$ cat config.mk
export PLATFORM = sky130hd
export DESIGN_NAME = strassen_product_combine
export DESIGN_NICKNAME = d
export VERILOG_FILES = /design/src/rtl/strassen_pkg.sv /design/src/rtl/strassen_operand_sel.sv /design/src/rtl/strassen_product_combine.sv
export SDC_FILE = /design/constraint.sdc
export NUM_CORES = 2
export LEC_CHECK = 0
export BUFFER_PORTS_ARGS = -buffer_cell sky130_fd_sc_hd__buf_2
export CORE_MARGIN = 8
export CORE_UTILIZATION = 30
export CTS_CLUSTER_SIZE = 28
export DETAILED_ROUTE_END_ITERATION = 7
export MAX_ROUTING_LAYER = met4
export PLACE_DENSITY = 0.55
export SYNTH_ARGS = -nofsm -noshare
export SYNTH_HDL_FRONTEND = slang
export SYNTH_SLANG_ARGS = --single-unit
$ cat constraint.sdc
create_clock -name clk -period 27.3 [get_ports clk]
set_input_delay 0 -clock clk [delete_from_list [all_inputs] [get_ports clk]]
set_output_delay 0 -clock clk [all_outputs]
set_load 0.05 [all_outputs]
$ cat src/rtl/strassen_pkg.sv
// Shared constants, slice indices and FSM encoding for the Strassen product/combine stage.
package strassen_pkg;

  localparam int DEFAULT_WIDTH = 32;
  localparam int NUM_PRODUCTS  = 7;
  localparam int NUM_SUMS      = 10;
  localparam int STEP_BITS     = 3;

  localparam logic [STEP_BITS-1:0] LAST_STEP = 3'(NUM_PRODUCTS - 1);

  // Slice positions inside the packed buses, low slice first.
  localparam int S1_IDX  = 0;
  localparam int S2_IDX  = 1;
  localparam int S3_IDX  = 2;
  localparam int S4_IDX  = 3;
  localparam int S5_IDX  = 4;
  localparam int S6_IDX  = 5;
  localparam int S7_IDX  = 6;
  localparam int S8_IDX  = 7;
  localparam int S9_IDX  = 8;
  localparam int S10_IDX = 9;

  localparam int A11_IDX = 0;
  localparam int A12_IDX = 1;
  localparam int A21_IDX = 2;
  localparam int A22_IDX = 3;

  localparam int B11_IDX = 0;
  localparam int B12_IDX = 1;
  localparam int B21_IDX = 2;
  localparam int B22_IDX = 3;

  localparam int C11_IDX = 0;
  localparam int C12_IDX = 1;
  localparam int C21_IDX = 2;
  localparam int C22_IDX = 3;

  typedef enum logic [1:0] {
    IDLE = 2'd0,
    MUL  = 2'd1,
    COMB = 2'd2,
    HOLD = 2'd3
  } state_t;

endpackage

$ cat src/rtl/strassen_operand_sel.sv
// Picks the two multiplier operands for the current product step (P1..P7).
module strassen_operand_sel
  import strassen_pkg::*;
#(
  parameter int WIDTH = DEFAULT_WIDTH
) (
  input  logic [STEP_BITS-1:0]      i_step,
  input  logic [NUM_SUMS*WIDTH-1:0] i_s,
  input  logic [4*WIDTH-1:0]        i_a,
  input  logic [4*WIDTH-1:0]        i_b,
  output logic [WIDTH-1:0]          o_op_a,
  output logic [WIDTH-1:0]          o_op_b
);

  always_comb begin
    o_op_a = '0;
    o_op_b = '0;
    case (i_step)
      3'd0: begin
        o_op_a = i_a[A11_IDX*WIDTH +: WIDTH];
        o_op_b = i_s[S1_IDX*WIDTH +: WIDTH];
      end
      3'd1: begin
        o_op_a = i_s[S2_IDX*WIDTH +: WIDTH];
        o_op_b = i_b[B22_IDX*WIDTH +: WIDTH];
      end
      3'd2: begin
        o_op_a = i_s[S3_IDX*WIDTH +: WIDTH];
        o_op_b = i_b[B11_IDX*WIDTH +: WIDTH];
      end
      3'd3: begin
        o_op_a = i_a[A22_IDX*WIDTH +: WIDTH];
        o_op_b = i_s[S4_IDX*WIDTH +: WIDTH];
      end
      3'd4: begin
        o_op_a = i_s[S5_IDX*WIDTH +: WIDTH];
        o_op_b = i_s[S6_IDX*WIDTH +: WIDTH];
      end
      3'd5: begin
        o_op_a = i_s[S7_IDX*WIDTH +: WIDTH];
        o_op_b = i_s[S8_IDX*WIDTH +: WIDTH];
      end
      3'd6: begin
        o_op_a = i_s[S9_IDX*WIDTH +: WIDTH];
        o_op_b = i_s[S10_IDX*WIDTH +: WIDTH];
      end
      default: ;
    endcase
  end

endmodule

$ cat src/rtl/strassen_product_combine.sv
// Time-multiplexes one multiplier over the seven Strassen products and combines them into C.
module strassen_product_combine
  import strassen_pkg::*;
#(
  parameter int WIDTH = DEFAULT_WIDTH
) (
  input  logic                      clk,
  input  logic                      reset,
  input  logic                      in_valid,
  output logic                      in_ready,
  input  logic [NUM_SUMS*WIDTH-1:0] s_in,
  input  logic [4*WIDTH-1:0]        a_in,
  input  logic [4*WIDTH-1:0]        b_in,
  output logic                      out_valid,
  input  logic                      out_ready,
  output logic [4*WIDTH-1:0]        c_out,
  output logic                      busy
);

  state_t                    r_state;
  state_t                    w_next_state;
  logic [NUM_SUMS*WIDTH-1:0] r_s;
  logic [4*WIDTH-1:0]        r_a;
  logic [4*WIDTH-1:0]        r_b;
  logic [STEP_BITS-1:0]      r_step;
  logic [WIDTH-1:0]          r_prod [NUM_PRODUCTS];
  logic [4*WIDTH-1:0]        r_c;
  logic                      r_out_valid;

  logic [WIDTH-1:0] w_op_a;
  logic [WIDTH-1:0] w_op_b;
  logic [WIDTH-1:0] w_product;
  logic [WIDTH-1:0] w_c11;
  logic [WIDTH-1:0] w_c12;
  logic [WIDTH-1:0] w_c21;
  logic [WIDTH-1:0] w_c22;

  strassen_operand_sel #(.WIDTH(WIDTH)) u_operand_sel (
    .i_step (r_step),
    .i_s    (r_s),
    .i_a    (r_a),
    .i_b    (r_b),
    .o_op_a (w_op_a),
    .o_op_b (w_op_b)
  );

  // Low WIDTH bits of a two's complement product do not depend on signedness.
  assign w_product = w_op_a * w_op_b;

  assign w_c11 = r_prod[4] + r_prod[3] - r_prod[1] + r_prod[5];
  assign w_c12 = r_prod[0] + r_prod[1];
  assign w_c21 = r_prod[2] + r_prod[3];
  assign w_c22 = r_prod[4] + r_prod[0] - r_prod[2] - r_prod[6];

  assign in_ready  = (r_state == IDLE);
  assign busy      = (r_state != IDLE);
  assign out_valid = r_out_valid;
  assign c_out     = r_c;

  always_ff @(posedge clk or posedge reset) begin
    if (reset) r_state <= IDLE;
    else       r_state <= w_next_state;
  end

  always_comb begin
    w_next_state = r_state;
    case (r_state)
      IDLE:    if (in_valid) w_next_state = MUL;
      MUL:     if (r_step == LAST_STEP) w_next_state = COMB;
      COMB:    w_next_state = HOLD;
      HOLD:    if (out_ready) w_next_state = IDLE;
      default: w_next_state = IDLE;
    endcase
  end

  always_ff @(posedge clk or posedge reset) begin
    if (reset) begin
      r_s         <= '0;
      r_a         <= '0;
      r_b         <= '0;
      r_step      <= '0;
      r_c         <= '0;
      r_out_valid <= 1'b0;
      for (int i = 0; i < NUM_PRODUCTS; i++) r_prod[i] <= '0;
    end else begin
      case (r_state)
        IDLE: begin
          if (in_valid) begin
            r_s    <= s_in;
            r_a    <= a_in;
            r_b    <= b_in;
            r_step <= '0;
          end
        end
        MUL: begin
          r_prod[r_step] <= w_product;
          if (r_step != LAST_STEP) r_step <= r_step + 1'b1;
        end
        COMB: begin
          r_c[C11_IDX*WIDTH +: WIDTH] <= w_c11;
          r_c[C12_IDX*WIDTH +: WIDTH] <= w_c12;
          r_c[C21_IDX*WIDTH +: WIDTH] <= w_c21;
          r_c[C22_IDX*WIDTH +: WIDTH] <= w_c22;
          r_out_valid                 <= 1'b1;
        end
        HOLD: begin
          if (out_ready) r_out_valid <= 1'b0;
        end
        default: ;
      endcase
    end
  end

endmodule

==> results.json <==
{
  "status": "complete, no violations",
  "path_clk_slew_ps": 60,
  "min_period_over_period_pct": 41.4,
  "die_w_um": 451,
  "r2r_slack_ps": 16000,
  "slew_headroom_pct": 19.0,
  "design_area_mm2": 0.0739,
  "synth_sequential_area_ratio_pct": 35.5,
  "critPathCaptureType": "flop",
  "cp_num_buf_inv": 5,
  "cts-root-buf": "clkbuf_16",
  "synth_nets": 6705,
  "drive_gt1_share_pct": 21.6,
  "gr-total-overflow": 0,
  "h-tree-depth": 3,
  "path_max_fanout": 52,
  "cts.sinks": 806,
  "timing.rr.start": "r_step[0]",
  "numPortBuffers": 582,
  "dpl.hpwl_um": 149000,
  "cts_buffer_depth": 3,
  "place_congestion": 0.898,
  "cp.depth": 28,
  "slew_viol_final": 0,
  "rows": 159,
  "synth_edf_count": 0,
  "yosysTopAreaCell": "dfrtp_1",
  "die_area_mm2": 0.204,
  "grt_pass1_wl_um": 308000,
  "grt_util_met3_pct": 3.76,
  "core_area_mm2": 0.188,
  "critPathArrivalTime_ps": 11890,
  "cp_common_cell": "fa_1",
  "yosysWarnings": 0,
  "yosysMostFrequentCell": "dfrtp_1",
  "grt.busiest_layer": "met2",
  "antenna_found_initial": 58,
  "post_dp_cell_area_mm2": 0.0626,
  "clock_skew_ps": 56.2,
  "cts_resized": 0,
  "critPathMaxStageDelay_ps": 830,
  "fmax_mhz": 88.5,
  "syn_inst": 5334,
  "wl_per_cell_um": 21.9,
  "drt_first_pass_iters": 7,
  "drtIter0Drc": 3340,
  "synth_area_mm2": 0.0568,
  "cpLargestDelayFamily": "adder cells",
  "cts_tree": "done",
  "io_pins": 711,
  "cts_buffers": 93,
  "fillerInstances": 18100,
  "grt_start_max_net_pins": 123,
  "synth_top_cell_area_share_pct": 35.5,
  "synthTopCellsByArea": "dfrtp_1 35%, fa_1 19%, mux2_2 11%",
  "r2r_cells": 28,
  "start_kind": "flop",
  "num_vias": 45500,
  "setup_ws_ps": 16000,
  "synthArstFlopShare_pct": 100,
  "synth_common_cells": "806 x dfrtp_1, 706 x inv_1, 561 x mux2_2",
  "grtUsageMet2_pct": 32.1,
  "viasPerCell": 4.91,
  "met1_usage_pct": 25.0,
  "drt-total-wl_um": 203000,
  "rsz0062_at_grt": "false",
  "synth_cell_types": 77,
  "detail-route-antenna-nets": 0,
  "insertion_delay_ps": 770,
  "min_period_ps": 11300,
  "critical_path.slowest_cell": "a21oi_2",
  "tns_ps": 0,
  "dominantRegCellSynth": "dfrtp_1",
  "crit_required_ps": 27890,
  "grt_pass1_vias": 49100,
  "startpoint": "r_step[0]",
  "setup_viol": 0,
  "cap_violations": 0,
  "rr_endpoint": "r_prod[63]",
  "hold_violations": 0,
  "die_h_um": 451,
  "drc": 0,
  "syn_avg_cell_area_um2": 10.7,
  "worstSetupPathType": "reg2reg",
  "grtUsageTotal_pct": 20.1,
  "syn_to_final_growth_pct": 30.1,
  "nNetsFinal": 7996,
  "dp_slack_ps": 16230,
  "synth-seq-cells": 806,
  "worst-slew-pin-transition_ps": 1210,
  "min_path_type": "in2reg",
  "initial_utilization_pct": 30.2,
  "cp-endpoint": "r_prod[63]"
}
-- worst register-to-register path: cells and delay by family, from the launching register on --
family	cells	cell delay [ps]
simple gates	1	170
flops	1	540
fa+ha+maj	9	4360
buf+inv	5	890
mux	1	360
xor+xnor	9	2940
compound gates	3	1860
-- cells by family after synthesis --
kind of cell,after synthesis,synth area share (%)
AND/OR/NAND/NOR,1154,8.90
buffers and inverters,953,6.50
AO/OA/AOI/OAI,873,10.3
flip-flops,806,35.5
adder cells (fa/ha/maj),791,24.5
multiplexers,579,11.4
XOR/XNOR,178,2.88
-- sequential cells by signal, summed over array words and instances, names as in the netlist --
name and count:
r_state 2, r_b 64, r_s 320, r_a 64, r_prod 224, r_step 3
out_valid 1, c_out 128
-- how the worst min path moves through the flow --
| stage | startpoint | end | slack (ps) | cells past startpoint |
|---|---|---|---|---|
| final | s_in[78] | r_s[78] | 40 | 3 |
| after floorplan | out_ready | out_valid | 110 | 1 |
| after global routing | a_in[20] | r_a[20] | -1 | 3 |
| after detailed placement | out_ready | out_valid | 230 | 2 |
| after global placement | out_ready | out_valid | 220 | 2 |
| after CTS | s_in[209] | r_s[209] | 0.02 | 3 |
-- routing by layer --
metal	part of all wire, %	vias to the layer above
met2	46	1638
met4	5.1	0
li1	-	20400
met5	0	-
met1	42	23000
met3	6.2	403
-- placed cells by master, fill, tap and decap left out, types with 93 or more instances in the layout --
master / Yosys / routed
xnor2_1: 123 / 123
nor2_1: 359 / 359
fa_1: 534 / 534
nand2_1: 511 / 507
dlygate4sd3_1: 0 / 780
o21ai_0: 268 / 268
inv_1: 706 / 705
buf_2: 39 / 582
mux2_2: 561 / 561
clkbuf_16: 0 / 93
dfrtp_1: 806 / 805
ha_1: 257 / 252
a21oi_1: 139 / 131
-- metrics by stage --
stage | utilization (%) | hold WS (ps) | cells
after global routing | 39.3 | -1.23 | 9254
final | 39.3 | 41.0 | 9259
after detailed placement | 33.3 | 227 | 8245
after floorplan | - | 109 | 5334
after global placement | 33.3 | 223 | 8245
after CTS | 39.2 | 0.0152 | 9192
-- what timing repair did --
item	in CTS	in global routing
hold endpoints to repair	573	1
setup buffers	0	0
hold buffers	779	1
setup endpoints to repair	0	0
-- area by class of cell --
cell class	count	area, um^2	share of cell area, %
sequential	806	20200	27.3
inverter	708	2670	3.61
timing repair buffer	1441	11300	15.3
multi-input combinational	3575	33100	44.8
clock inverter	42	671	0.908
antenna	66	165	0.224
tap	2495	3120	4.22
clock buffer	126	2650	3.59
Power is left out: the tool's default activity adds up to more than one toggle a clock period on the data nets, which glitch-free logic cannot reach.
